`src/rtl/apb_bridge_pkg.sv`:
```
// Shared types and address map for the AHB-to-APB bridge.
// Holds the bridge FSM states and the peripheral select decode.
package apb_bridge_pkg;

    localparam int SEL_W = 3;

    localparam logic [31:0] REGION_SIZE  = 32'h0400_0000;
    localparam logic [31:0] REGION0_BASE = 32'h8000_0000;
    localparam logic [31:0] REGION1_BASE = 32'h8400_0000;
    localparam logic [31:0] REGION2_BASE = 32'h8800_0000;

    typedef enum logic [2:0] {
        ST_IDLE,
        ST_WWAIT,
        ST_READ,
        ST_WRITE,
        ST_WRITEP,
        ST_RENABLE,
        ST_WENABLE,
        ST_WENABLEP
    } state_t;

    function automatic logic [SEL_W-1:0] sel_decode(input logic [31:0] addr);
        logic [SEL_W-1:0] s;
        s = '0;
        if (addr >= REGION0_BASE && addr < REGION0_BASE + REGION_SIZE)
            s = 3'b001;
        else if (addr >= REGION1_BASE && addr < REGION1_BASE + REGION_SIZE)
            s = 3'b010;
        else if (addr >= REGION2_BASE && addr < REGION2_BASE + REGION_SIZE)
            s = 3'b100;
        return s;
    endfunction

endpackage

```
`src/rtl/apb_controller.sv`:
```
// APB master FSM downstream of the AHB slave interface.
// Runs SETUP/ACCESS per transfer and stalls AHB via hreadyout.
module apb_controller
    import apb_bridge_pkg::*;
#(
    parameter int ADDR_W = 32,
    parameter int DATA_W = 32,
    parameter int NSEL   = 3
) (
    input  logic              hclk,
    input  logic              hresetn,
    input  logic              valid,
    input  logic              hwrite,
    input  logic              hwritereg,
    input  logic [ADDR_W-1:0] haddr,
    input  logic [ADDR_W-1:0] haddr1,
    input  logic [ADDR_W-1:0] haddr2,
    input  logic [DATA_W-1:0] hwdata,
    input  logic [DATA_W-1:0] prdata,
    output logic [NSEL-1:0]   pselx,
    output logic              penable,
    output logic              pwrite,
    output logic [ADDR_W-1:0] paddr,
    output logic [DATA_W-1:0] pwdata,
    output logic              hreadyout,
    output logic [DATA_W-1:0] hrdata,
    output logic [1:0]        hresp
);

    state_t            state_q, state_d;
    logic [NSEL-1:0]   pselx_q, pselx_d;
    logic              penable_q, penable_d;
    logic              pwrite_q, pwrite_d;
    logic [ADDR_W-1:0] paddr_q, paddr_d;
    logic [DATA_W-1:0] pwdata_q, pwdata_d;
    logic              hready_q, hready_d;

    function automatic logic [NSEL-1:0] sel(input logic [ADDR_W-1:0] a);
        return NSEL'(sel_decode(32'(a)));
    endfunction

    // State and output registers
    always_ff @(posedge hclk or negedge hresetn) begin
        if (!hresetn) begin
            state_q   <= ST_IDLE;
            pselx_q   <= '0;
            penable_q <= 1'b0;
            pwrite_q  <= 1'b0;
            paddr_q   <= '0;
            pwdata_q  <= '0;
            hready_q  <= 1'b1;
        end else begin
            state_q   <= state_d;
            pselx_q   <= pselx_d;
            penable_q <= penable_d;
            pwrite_q  <= pwrite_d;
            paddr_q   <= paddr_d;
            pwdata_q  <= pwdata_d;
            hready_q  <= hready_d;
        end
    end

    // Next-state selection
    always_comb begin
        state_d = state_q;
        unique case (state_q)
            ST_IDLE, ST_RENABLE, ST_WENABLE: begin
                if (valid && !hwrite)
                    state_d = ST_READ;
                else if (valid && hwrite)
                    state_d = ST_WWAIT;
                else
                    state_d = ST_IDLE;
            end
            ST_WWAIT:    state_d = valid ? ST_WRITEP : ST_WRITE;
            ST_READ:     state_d = ST_RENABLE;
            ST_WRITE:    state_d = valid ? ST_WENABLEP : ST_WENABLE;
            ST_WRITEP:   state_d = ST_WENABLEP;
            ST_WENABLEP: begin
                if (!hwritereg)
                    state_d = ST_READ;
                else
                    state_d = valid ? ST_WRITEP : ST_WRITE;
            end
            default:     state_d = ST_IDLE;
        endcase
    end

    // Registered APB/AHB outputs for the next cycle; unlisted ones hold
    always_comb begin
        pselx_d   = pselx_q;
        penable_d = penable_q;
        pwrite_d  = pwrite_q;
        paddr_d   = paddr_q;
        pwdata_d  = pwdata_q;
        hready_d  = hready_q;
        unique case (state_q)
            ST_IDLE, ST_RENABLE, ST_WENABLE: begin
                penable_d = 1'b0;
                if (valid && !hwrite) begin
                    paddr_d  = haddr;
                    pwrite_d = 1'b0;
                    pselx_d  = sel(haddr);
                    hready_d = 1'b0;
                end else begin
                    pselx_d  = '0;
                    hready_d = 1'b1;
                end
            end
            ST_WWAIT: begin
                paddr_d   = haddr1;
                pwdata_d  = hwdata;
                pwrite_d  = 1'b1;
                pselx_d   = sel(haddr1);
                penable_d = 1'b0;
                hready_d  = 1'b0;
            end
            ST_READ, ST_WRITE, ST_WRITEP: begin
                penable_d = 1'b1;
                hready_d  = 1'b1;
            end
            ST_WENABLEP: begin
                paddr_d   = haddr2;
                pselx_d   = sel(haddr2);
                penable_d = 1'b0;
                hready_d  = 1'b0;
                if (hwritereg) begin
                    pwdata_d = hwdata;
                    pwrite_d = 1'b1;
                end else begin
                    pwrite_d = 1'b0;
                end
            end
            default: begin
                pselx_d   = '0;
                penable_d = 1'b0;
                hready_d  = 1'b1;
            end
        endcase
    end

    assign pselx     = pselx_q;
    assign penable   = penable_q;
    assign pwrite    = pwrite_q;
    assign paddr     = paddr_q;
    assign pwdata    = pwdata_q;
    assign hreadyout = hready_q;
    assign hrdata    = prdata;
    assign hresp     = 2'b00;

endmodule

```
`config.mk`:
```
export PLATFORM = sky130hd
export DESIGN_NAME = apb_controller
export DESIGN_NICKNAME = d
export VERILOG_FILES = /design/src/rtl/apb_bridge_pkg.sv /design/src/rtl/apb_controller.sv
export SDC_FILE = /design/constraint.sdc
export NUM_CORES = 1
export LEC_CHECK = 0
export BUFFER_PORTS_ARGS = -buffer_cell sky130_fd_sc_hd__clkbuf_2
export CORE_AREA = 4 4 103 105
export DETAILED_ROUTE_END_ITERATION = 8
export DIE_AREA = 0 0 107 109
export GPL_ROUTABILITY_DRIVEN = 0
export GPL_TIMING_DRIVEN = 0
export PLACE_DENSITY_LB_ADDON = 0.15
export SKIP_CTS_REPAIR_TIMING = 1
export SYNTH_ARGS = -nofsm -noshare
export SYNTH_HDL_FRONTEND = slang
export SYNTH_SLANG_ARGS = --single-unit
```
`constraint.sdc`:
```
create_clock -name hclk -period 3.06 [get_ports hclk]
set_clock_uncertainty 0.05 [all_clocks]
set_input_delay 0.306 -clock hclk [delete_from_list [all_inputs] [get_ports hclk]]
set_output_delay 0.306 -clock hclk [all_outputs]
set_load 0.01 [all_outputs]
```
==> flow_metrics.env <==
export IMPL_syn_area_per_cell_um2=10.9
export IMPL_drv_cap=0
export IMPL_status="finished, final reports clean"
export IMPL_rrSetupSlack_ns=1.06
export IMPL_grt_use_met2_pct=30.2
export IMPL_vdd_drop_max_v=0.000493
export IMPL_yosysWarnings=0
export IMPL_gr_total_overflow=0
export IMPL_totalWireLength_um=10900
export IMPL_via_per_inst=4.70
export IMPL_cts_max_path_buffers=2
export IMPL_timing_worst_setup_path_type="reg2reg"
export IMPL_drt_pass1_iterations=4
export IMPL_drive_gt1_share_pct=55.1
export IMPL_grt_util_met1_pct=22.0
export IMPL_utilization_pct=55.7
export IMPL_hpwl_um=8930
export IMPL_antenna_found_initial=0
export IMPL_nNetsFinal=763
export IMPL_io_pins=269
export IMPL_clock_latency_ns=0.35
export IMPL_grt_pass1_vias=3407
export IMPL_period_share_pct=65.2
export IMPL_slew_viol_final=0
export IMPL_powerDensity_nw_per_um2=968
export IMPL_clkTransAtPathRegs_ns=0.07
export IMPL_post_route_min_period_ns=2.00
export IMPL_antenna_diode_count=0
export IMPL_antenna_left=0
export IMPL_die_area_um2=11700
export IMPL_yosysUniqueCellTypes=39
export IMPL_end_kind="flip-flop"
export IMPL_p_int_w=0.00312
export IMPL_crit_fanout=10
export IMPL_drcViolationCount=0
export IMPL_cts_root_buffer="clkbuf_8"
export IMPL_start_util_pct=39.6
export IMPL_synth_cells=350
export IMPL_area_growth_pct=40.6
export IMPL_postPlaceCellArea_um2=5180
export IMPL_reg2reg_from="state_q[0]"
export IMPL_synth_seq_area_share_pct=47.9
export IMPL_portBuffers=234
export IMPL_setup_viol=0
export IMPL_p_sw_w=0.00208
export IMPL_dr_total_vias=3456
export IMPL_rows=36
export IMPL_tightest_slew_ns=0.594
export IMPL_finalHoldViolations=0
export IMPL_cts_buffers=9
export IMPL_synth_area_um2=3810
export IMPL_p_leak_nw=2.93
export IMPL_fin_setup_tns_ns=0
export IMPL_crit_path_start="state_q[0]"
export IMPL_drt_iter0_drc=165
export IMPL_worstPathRequired_ns=3.23
export IMPL_hold_path_class="in2reg"
export IMPL_coreArea_um2=9640
export IMPL_routedWlPerCell_um=14.9
export IMPL_ys_ff_latch=73
export IMPL_sw_frac_of_total_pct=40.0
export IMPL_start_kind="flip-flop"
export IMPL_cts_tree="done"
export IMPL_power_frac_seq_pct=33.4
export IMPL_grt_use_total_pct=18.1
export IMPL_relSlewSlack_pct=60.2
export IMPL_n_fill_cell=938
export IMPL_fin_area_um2=5370
export IMPL_grt_setup_unrepaired="no"
export IMPL_die_height_um=109
export IMPL_combPwrFrac_pct=53.6
export IMPL_top_usage_layer="met2"
export IMPL_grt_pass1_wl_um=16600
export IMPL_arrival_ns=2.16
export IMPL_holdCritStartpoint="hwdata[31]"
export IMPL_h_tree_depth=3
export IMPL_p_clk_share_pct=13.0
export IMPL_fp_dieW_um=107
export IMPL_grt_max_degree=39
export IMPL_max_freq_mhz=501
export IMPL_clock_sinks=73
export IMPL_met3_usage_pct=5.86
## through the flow
step	setup slack [ns]	cells	hold slack (ns)	total power, W
floorplan	1.38	351	-0.0396	0.00356
global placement	0.980	718	0.429	0.00448
detailed placement	1.02	719	0.295	0.00458
CTS	1.02	735	-0.0940	0.00528
global route	0.869	736	0.106	0.00564
finish	1.06	736	0.125	0.00519
## path summary, 6_finish.rpt
kind                            cells after the start    endpoint
worst max-delay path                                5   paddr[17]
worst min-delay path                                2  pwdata[31]
worst max register to register                      5   paddr[17]
worst min register to register                      1  pwdata[28]
max in group asynchronous                           3   hreadyout
min in group asynchronous                           2  pwdata[18]
## layer usage
layer	share of wire (%)	vias to the layer above
met3	8.7	17
met4	1.9	0
li1	-	1691
met2	50	146
met1	39	1602
met5	0	-
## cells by family after synthesis
logic type | share of synthesized area (%)
muxes | 17.9
buffers and inverters | 13.1
DFF | 47.9
other | 0.0983
xor gates and xnor gates | 0.230
AOI/OAI and AO/OA | 15.3
and+or+nand+nor | 5.48
## final cells by class
type	instances	area, µm²	share of cell area (%)
inverter	38	143	2.66
clock inverter	4	31.3	0.583
buffer	53	358	6.67
timing repair buffer	236	1200	22.4
sequential	73	1830	34.1
multi-input combinational	187	1490	27.8
clock buffer	12	145	2.71
tap	133	166	3.10
## power groups by stage
stage               registers, W  clock network (W)  logic [W]
finish                   0.00174           0.000674    0.00278
global route             0.00181           0.000754    0.00307
CTS                      0.00174           0.000705    0.00283
detailed placement       0.00176                  0    0.00283
global placement         0.00173                  0    0.00276
floorplan                0.00195                  0    0.00161
## sequential cells by signal, summed over array words and instances, names as in the netlist
signal / count
hreadyout: 1
paddr: 32
penable: 1
pselx: 3
pwdata: 32
pwrite: 1
state_q: 3
## worst max-delay path, cell delays in order (launching register included)
cell     delay, ns
dfrtp_1       0.45
nor3b_2       0.55
nor2_1        0.26
buf_2         0.25
a21oi_1       0.21
mux2i_1       0.10
## placed cells by master, fill, tap and decap left out, types with 3 or more instances in the layout
master / synthesis / final
dfrtp_1: 72 / 72
mux2i_1: 31 / 31
a21oi_1: 39 / 39
inv_1: 38 / 38
clkbuf_1: 1 / 3
mux2_2: 30 / 30
buf_2: 10 / 10
clkinvlp_4: 0 / 3
nor2_1: 4 / 4
o21ai_0: 6 / 6
nor2b_1: 3 / 3
nand3_1: 3 / 3
buf_1: 3 / 3
clkbuf_2: 0 / 233
nor3_1: 3 / 3
nand2_1: 5 / 5
mux2_1: 3 / 3
clkbuf_8: 0 / 10
a22o_1: 31 / 31
buf_4: 39 / 39
## synth_stat cells (all sizes together)
library cell	number	area (µm²)
dfrtp	72	1800
buf	52	354
a21oi	40	211
inv	38	143
mux2	33	372
a22o	31	272
mux2i	31	310
o21ai	6	30.0
nand2	5	18.8
nor2	5	21.3
nand3	3	15.0
nor2b	3	18.8
nor3	3	15.0
a22oi	2	15.0
a311o	2	20.0
a31oi	2	12.5
and3	2	12.5
or3b	2	17.5
or4	2	15.0
or4b	2	20.0
a21o	1	7.51
and2b	1	7.51
clkbuf	1	3.75
conb	1	3.75
dfstp	1	26.3
nand2b	1	6.26
nand3b	1	7.51
nand4	1	6.26
nor3b	1	12.5
nor4	1	6.26
nor4b	1	8.76
o221ai	1	8.76
o22ai	1	6.26
xor2	1	8.76
(Power assumes the default switching activity.)
